<file path="src/rtl/mem_port_arbiter_pkg.sv">
// Shared types and widths for the unified-memory port arbiter.
// Owner and FSM state encodings live here so the top and the priority picker agree on them.
package zp_mem_pkg;

   localparam int XLEN     = 32;
   localparam int MEM_BE_W = 4;

   typedef enum logic {
      OWN_I,
      OWN_D
   } owner_e;

   typedef enum logic [1:0] {
      IDLE,
      WAIT_GNT,
      WAIT_RESP
   } arb_state_e;

endpackage

</file>
<file path="src/rtl/mem_arb_prio.sv">
// Owner selection between fetch and data requests, with the data-streak counter
// that forces a fetch grant after MAX_D_STREAK back-to-back data grants.
module mem_arb_prio
   import zp_mem_pkg::*;
#(
   parameter int MAX_D_STREAK = 4
) (
   input  logic   clk,
   input  logic   reset,
   input  logic   arb_en,
   input  logic   i_req,
   input  logic   d_req,
   output logic   grant_valid,
   output owner_e grant_owner
);

   localparam int             SW         = $clog2(MAX_D_STREAK + 1);
   localparam logic [SW-1:0]  STREAK_MAX = SW'(MAX_D_STREAK);

   logic [SW-1:0] streak;

   // Data wins unless fetch is also waiting and data has used up its streak.
   always_comb begin
      grant_valid = i_req | d_req;
      grant_owner = OWN_I;
      if (d_req && !(i_req && (streak == STREAK_MAX))) begin
         grant_owner = OWN_D;
      end
   end

   always_ff @(posedge clk) begin
      if (reset) begin
         streak <= '0;
      end else if (arb_en && grant_valid) begin
         if (grant_owner == OWN_I || !i_req) begin
            streak <= '0;
         end else if (streak != STREAK_MAX) begin
            streak <= streak + SW'(1);
         end
      end
   end

endmodule

</file>
<file path="src/rtl/mem_port_arbiter.sv">
// Shares one single-port memory between fetch and the data stage: one access at a time,
// sequenced request -> grant -> response, with per-port done pulses and a hang timeout.
module mem_port_arbiter
   import zp_mem_pkg::*;
#(
   parameter int MAX_D_STREAK = 4,
   parameter int TIMEOUT      = 64
) (
   input  logic                clk,
   input  logic                reset,
   input  logic                i_req,
   input  logic [XLEN-1:0]     i_addr,
   output logic [XLEN-1:0]     i_rdata,
   output logic                i_done,
   input  logic                d_req,
   input  logic                d_we,
   input  logic [MEM_BE_W-1:0] d_be,
   input  logic [XLEN-1:0]     d_addr,
   input  logic [XLEN-1:0]     d_wdata,
   output logic [XLEN-1:0]     d_rdata,
   output logic                d_done,
   output logic                err,
   output logic                mem_req,
   output logic                mem_we,
   output logic [MEM_BE_W-1:0] mem_be,
   output logic [XLEN-1:0]     mem_addr,
   output logic [XLEN-1:0]     mem_wdata,
   input  logic                mem_gnt,
   input  logic                mem_rvalid,
   input  logic [XLEN-1:0]     mem_rdata
);

   localparam int            TW       = $clog2(TIMEOUT + 1);
   localparam logic [TW-1:0] TMO_LAST = TW'(TIMEOUT - 1);

   arb_state_e          state;
   arb_state_e          state_nxt;
   owner_e              owner;
   owner_e              grant_owner;
   logic                grant_valid;
   logic                lat_we;
   logic [MEM_BE_W-1:0] lat_be;
   logic [XLEN-1:0]     lat_addr;
   logic [XLEN-1:0]     lat_wdata;
   logic [TW-1:0]       tmo_cnt;
   logic                resp_done;
   logic                tmo_hit;

   mem_arb_prio #(
      .MAX_D_STREAK(MAX_D_STREAK)
   ) u_prio (
      .clk        (clk),
      .reset      (reset),
      .arb_en     (state == IDLE),
      .i_req      (i_req),
      .d_req      (d_req),
      .grant_valid(grant_valid),
      .grant_owner(grant_owner)
   );

   // A real response beats a timeout that lands in the same cycle.
   assign resp_done = (state == WAIT_RESP) && mem_rvalid;
   assign tmo_hit   = (state != IDLE) && (tmo_cnt == TMO_LAST) && !resp_done;

   always_ff @(posedge clk) begin
      if (reset) begin
         state <= IDLE;
      end else begin
         state <= state_nxt;
      end
   end

   always_comb begin
      state_nxt = state;
      unique case (state)
         IDLE:      if (grant_valid) state_nxt = WAIT_GNT;
         WAIT_GNT:  if (tmo_hit) state_nxt = IDLE;
                    else if (mem_gnt) state_nxt = WAIT_RESP;
         WAIT_RESP: if (resp_done || tmo_hit) state_nxt = IDLE;
         default:   state_nxt = IDLE;
      endcase
   end

   // Outputs are masked during reset so an in-flight response cannot leak a done.
   always_comb begin
      mem_req   = !reset && (state == WAIT_GNT) && !tmo_hit;
      mem_we    = lat_we;
      mem_be    = lat_be;
      mem_addr  = lat_addr;
      mem_wdata = lat_wdata;
      i_done    = !reset && (resp_done || tmo_hit) && (owner == OWN_I);
      d_done    = !reset && (resp_done || tmo_hit) && (owner == OWN_D);
      err       = !reset && tmo_hit;
      i_rdata   = (!reset && resp_done && owner == OWN_I) ? mem_rdata : '0;
      d_rdata   = (!reset && resp_done && owner == OWN_D) ? mem_rdata : '0;
   end

   // Fields are captured at the grant so requester changes mid-access cannot reach memory.
   always_ff @(posedge clk) begin
      if (reset) begin
         owner     <= OWN_I;
         lat_we    <= 1'b0;
         lat_be    <= '0;
         lat_addr  <= '0;
         lat_wdata <= '0;
      end else if (state == IDLE && grant_valid) begin
         owner <= grant_owner;
         if (grant_owner == OWN_D) begin
            lat_we    <= d_we;
            lat_be    <= d_be;
            lat_addr  <= d_addr;
            lat_wdata <= d_wdata;
         end else begin
            lat_we    <= 1'b0;
            lat_be    <= '1;
            lat_addr  <= i_addr;
            lat_wdata <= '0;
         end
      end
   end

   always_ff @(posedge clk) begin
      if (reset || state == IDLE) begin
         tmo_cnt <= '0;
      end else begin
         tmo_cnt <= tmo_cnt + TW'(1);
      end
   end

endmodule

</file>
<file path="config.mk">
export PLATFORM = sky130hd
export DESIGN_NAME = mem_port_arbiter
export DESIGN_NICKNAME = d
export VERILOG_FILES = /design/src/rtl/mem_port_arbiter_pkg.sv /design/src/rtl/mem_arb_prio.sv /design/src/rtl/mem_port_arbiter.sv
export SDC_FILE = /design/constraint.sdc
export NUM_CORES = 1
export LEC_CHECK = 0
export CELL_PAD_IN_SITES_DETAIL_PLACEMENT = 1
export CELL_PAD_IN_SITES_GLOBAL_PLACEMENT = 1
export CORE_MARGIN = 10
export CORE_UTILIZATION = 25
export DETAILED_ROUTE_END_ITERATION = 7
export GPL_TIMING_DRIVEN = 0
export PLACE_DENSITY_LB_ADDON = 0.1
export SLEW_MARGIN = 25
export SYNTH_ARGS = -nofsm -noshare
export SYNTH_HDL_FRONTEND = slang
export SYNTH_SLANG_ARGS = --single-unit
</file>
<file path="constraint.sdc">
create_clock -name clk -period 2 [get_ports clk]
set_input_delay 0.2 -clock clk [delete_from_list [all_inputs] [get_ports clk]]
set_output_delay 0.2 -clock clk [all_outputs]
set_load 0.01 [all_outputs]
</file>
==> out/qor.yml, run 1 <==
core-area_mm2: 0.01664
grt_antenna_before_repair: 1
crit_required_ps: 1800
synthFlopType: "dfxtp_1"
grt_pass1_wl_mm: 34.41
period_needed_ps: 2066
vias: 5436
whs_ps: 439.4
drc: 0
tightest_slew_ps: 562.0
setup_viol: 2
synth_xor_area_frac: 0.006175
grt_usage: 0.1916
fin_crit_sh: 1.033
worst_path_largest_cell_delay_ps: 420
max_slew_margin: 0.6156
die_h_um: 150.5
p_sw_frac: 0.3035
endpoint_kind: "primary output"
start_util: 0.2557
cp-startpoint: "tmo_cnt[0]"
nets: 962
hold_violations: 0
dp_hpwl_mm: 17.91
fin_ws_ps: -66.12
cp_cell_sequence: "ha_4, nand2_4, or3_4, buf_6, a211oi_2, buf_2"
synth_async_sr_flop_share: 0
synth_area_leader_cell: "dfxtp_1"
avgSynthCellArea_um2: 8.152
area_growth_pct: 82.86
gp_congestion: 0.8545
cp_top_family: "simple AND/OR/NAND/NOR gates"
drtIter0Drc: 277
synth.cell_area_mm2: 0.004255
grt_pass1_vias: 5860
numCtsBuffers: 9
min_path_type: "input port to flop"
critical_path_depth: 6
synth_compound_area_frac: 0.2170
path_max_fanout: 6
cp_num_buf_inv: 2
totalWireLength_mm: 23.15
arrival_ps: 1870
peakVddDrop_mv: 0.3432
p_int_mw: 3.337
cts_tree: "done"
p_comb_frac: 0.273
outcome: "finished, violations left"
max_freq_mhz: 484.0
synthCells: 522
slowest_stage: "or3_4"
ys_types: 37
synthesis.nets: 664
rows: 47
synth_top_area_frac: 0.3858
final_cell_count_no_fill: 1046
r2r_end: "mem_addr[3]"
filler_cell_count: 1944
p_leak_nw: 2.913
htree_levels: 3
dieArea_mm2: 0.02264
synthSimpleGateAreaFrac: 0.3123
worstSkewPairLatency_ps: 340
cts_hold_buf: 0
overflow: 0
yosysWarnings: 0
seqPwrFrac: 0.387
dpl.cell_count: 1016
drv_slew: 0
ant_nets: 0
fin_skew_ps: 12.05
die_x_um: 150.5
r2r-start: "state[0]"
power_density_mw_per_mm2: 615.6
pwr-share-clk: 0.340
synthMuxAreaShare: 0
drive_above_1_share: 0.2073
cp-start-kind: "flop"
vias_per_cell: 5.197
synth_edf_count: 0
p_total_mw: 4.790
switching_power_mw: 1.454
reg2reg_depth: 7
cts.clk_slew.worst_paths_ps: 70
routedWlPerCell_um: 22.13
firstDrtPassIters: 4
portBuffers: 274
synth-seq-cells: 82
clkSinkCount: 82
drv_cap: 0
ff2ff_setup_slack_ps: 110
ys_top_cells_by_area: "dfxtp_1, and2_1, a21oi_1, a2111oi_0, nor4b_1"
ys_seq_area_frac: 0.3858
crit_type: "flop to primary output"
grt_setup_unrepaired: "yes"
endpoint: "d_done"
synth_top_family_by_area: "simple AND/OR/NAND/NOR gates"
io_pins: 276
cts.path.max_buffers: 2
cts_root_buffer: "clkbuf_16"
violations: "setup timing"
synthAdderAreaFrac: 0.008821
grt_max_degree: 16
[Yosys cell counts, types with 2 or more instances]
cell       instances
a2111oi_0         32
nor4_1            32
dfxtp_1           82
nand2b_1           5
nor2_1             9
nor4b_1           32
buf_2              4
and2_1            66
inv_1              4
a21oi_1           75
clkbuf_1          58
buf_6              2
a211oi_1           5
xor2_1             2
or3_1              2
nand4_1           35
and3_1             2
nand3_1            6
o21ai_0           38
buf_1              6
nor3_1             5
ha_1               3
nand2_1            3
[layout make-up]
type                    count  area, um^2  area share
diodes                      1       2.502   0.0003216
well taps                 220       275.3     0.03538
inverters                   4       15.01    0.001930
plain buffers              68       360.3     0.04631
clock buffers              10       239.0     0.03071
flip-flops and latches     82        1659      0.2132
clock inverters             6       46.29    0.005950
repair buffers            289        2690      0.3457
multi-input cells         366        2494      0.3205
[registers in the layout, summed over array words and instances, names as in the netlist]
signal / cells
mem_addr: 32
mem_be: 4
state: 2
tmo_cnt: 7
mem_wdata: 32
mem_we: 1
owner: 1
u_prio.streak: 3
[worst min-delay path, delay by kind of cell]
family	cells	cell delay, ps
buffers and inverters	1	400
AND/OR/NAND/NOR	1	80
AO/OA/AOI/OAI	1	60
[power by group through the flow]
| stage | combinational (mW) | clock [mW] | sequential, mW |
|---|---|---|---|
| 2_1_floorplan | 0.446 | 0 | 1.93 |
| 3_3_place_gp | 1.23 | 0 | 1.89 |
| 3_5_place_dp | 1.27 | 0 | 1.89 |
| 4_1_cts | 1.29 | 1.67 | 1.86 |
| 5_1_grt | 1.42 | 1.73 | 1.87 |
| 6_report | 1.31 | 1.63 | 1.86 |
[logic make-up after synthesis]
logic type,count (synthesis)
xor+xnor,3
buf+inv,74
fa+ha+maj,3
compound gates,155
flops,82
simple gates,205
[cells in the final DEF (no fill, tap or decap), types with 15 or more instances in the layout]
master	netlist	layout
nor4_1	32	32
a2111oi_0	32	22
clkbuf_1	58	35
and2_4	0	20
buf_2	4	44
and2_1	66	46
buf_4	0	16
nor4b_1	32	27
o21ai_0	38	38
clkbuf_2	0	15
dfxtp_1	82	74
nand4_1	35	35
clkdlybuf4s50_1	0	206
buf_6	2	26
a21oi_1	75	75
[how the worst min path moves through the flow]
stage,slack [ps],cells past startpoint,startpoint,to
after floorplan,370,2,d_wdata[10],mem_wdata[10]
after global placement,440,1,tmo_cnt[0],tmo_cnt[0]
after detailed placement,470,1,tmo_cnt[0],tmo_cnt[0]
after CTS,430,3,d_wdata[8],mem_wdata[8]
after global routing,450,3,d_wdata[6],mem_wdata[6]
final,440,3,d_wdata[8],mem_wdata[8]
[layer usage]
layer	wire length (um)	GRT usage	vias to the layer above
met5	0	0	-
met4	319	0.05005	0
met3	2171	0.06242	17
met2	11490	0.3386	209
met1	9168	0.2165	2636
li1	-	-	2574
[per-stage QoR]
stage          utilization  worst slack, ps  setup TNS (ps)  cell area, um^2
2_1_floorplan            -            197.6               0             4255
3_3_place_gp        0.4370           -658.7          -46930             7273
3_5_place_dp        0.4370           -681.4          -51190             7273
4_1_cts             0.4670           -108.8           -1313             7771
5_1_grt             0.4676           -149.8          -772.8             7781
6_report            0.4676           -66.12          -93.20             7781
[repair_timing]
item,CTS,global route
pin swaps,14,5
setup buffers,13,3
gates resized for setup,253,159
endpoints found under the setup margin,101,123
cloned,2,0
hold endpoints to repair,0,0
(Power assumes the default switching activity.)
==> run 2, diff against run 1 <==
- CAP_MARGIN: default -> 20
==> results of run 2 <==
No change in the layout: final DEF, timing and power equal those of run 1.
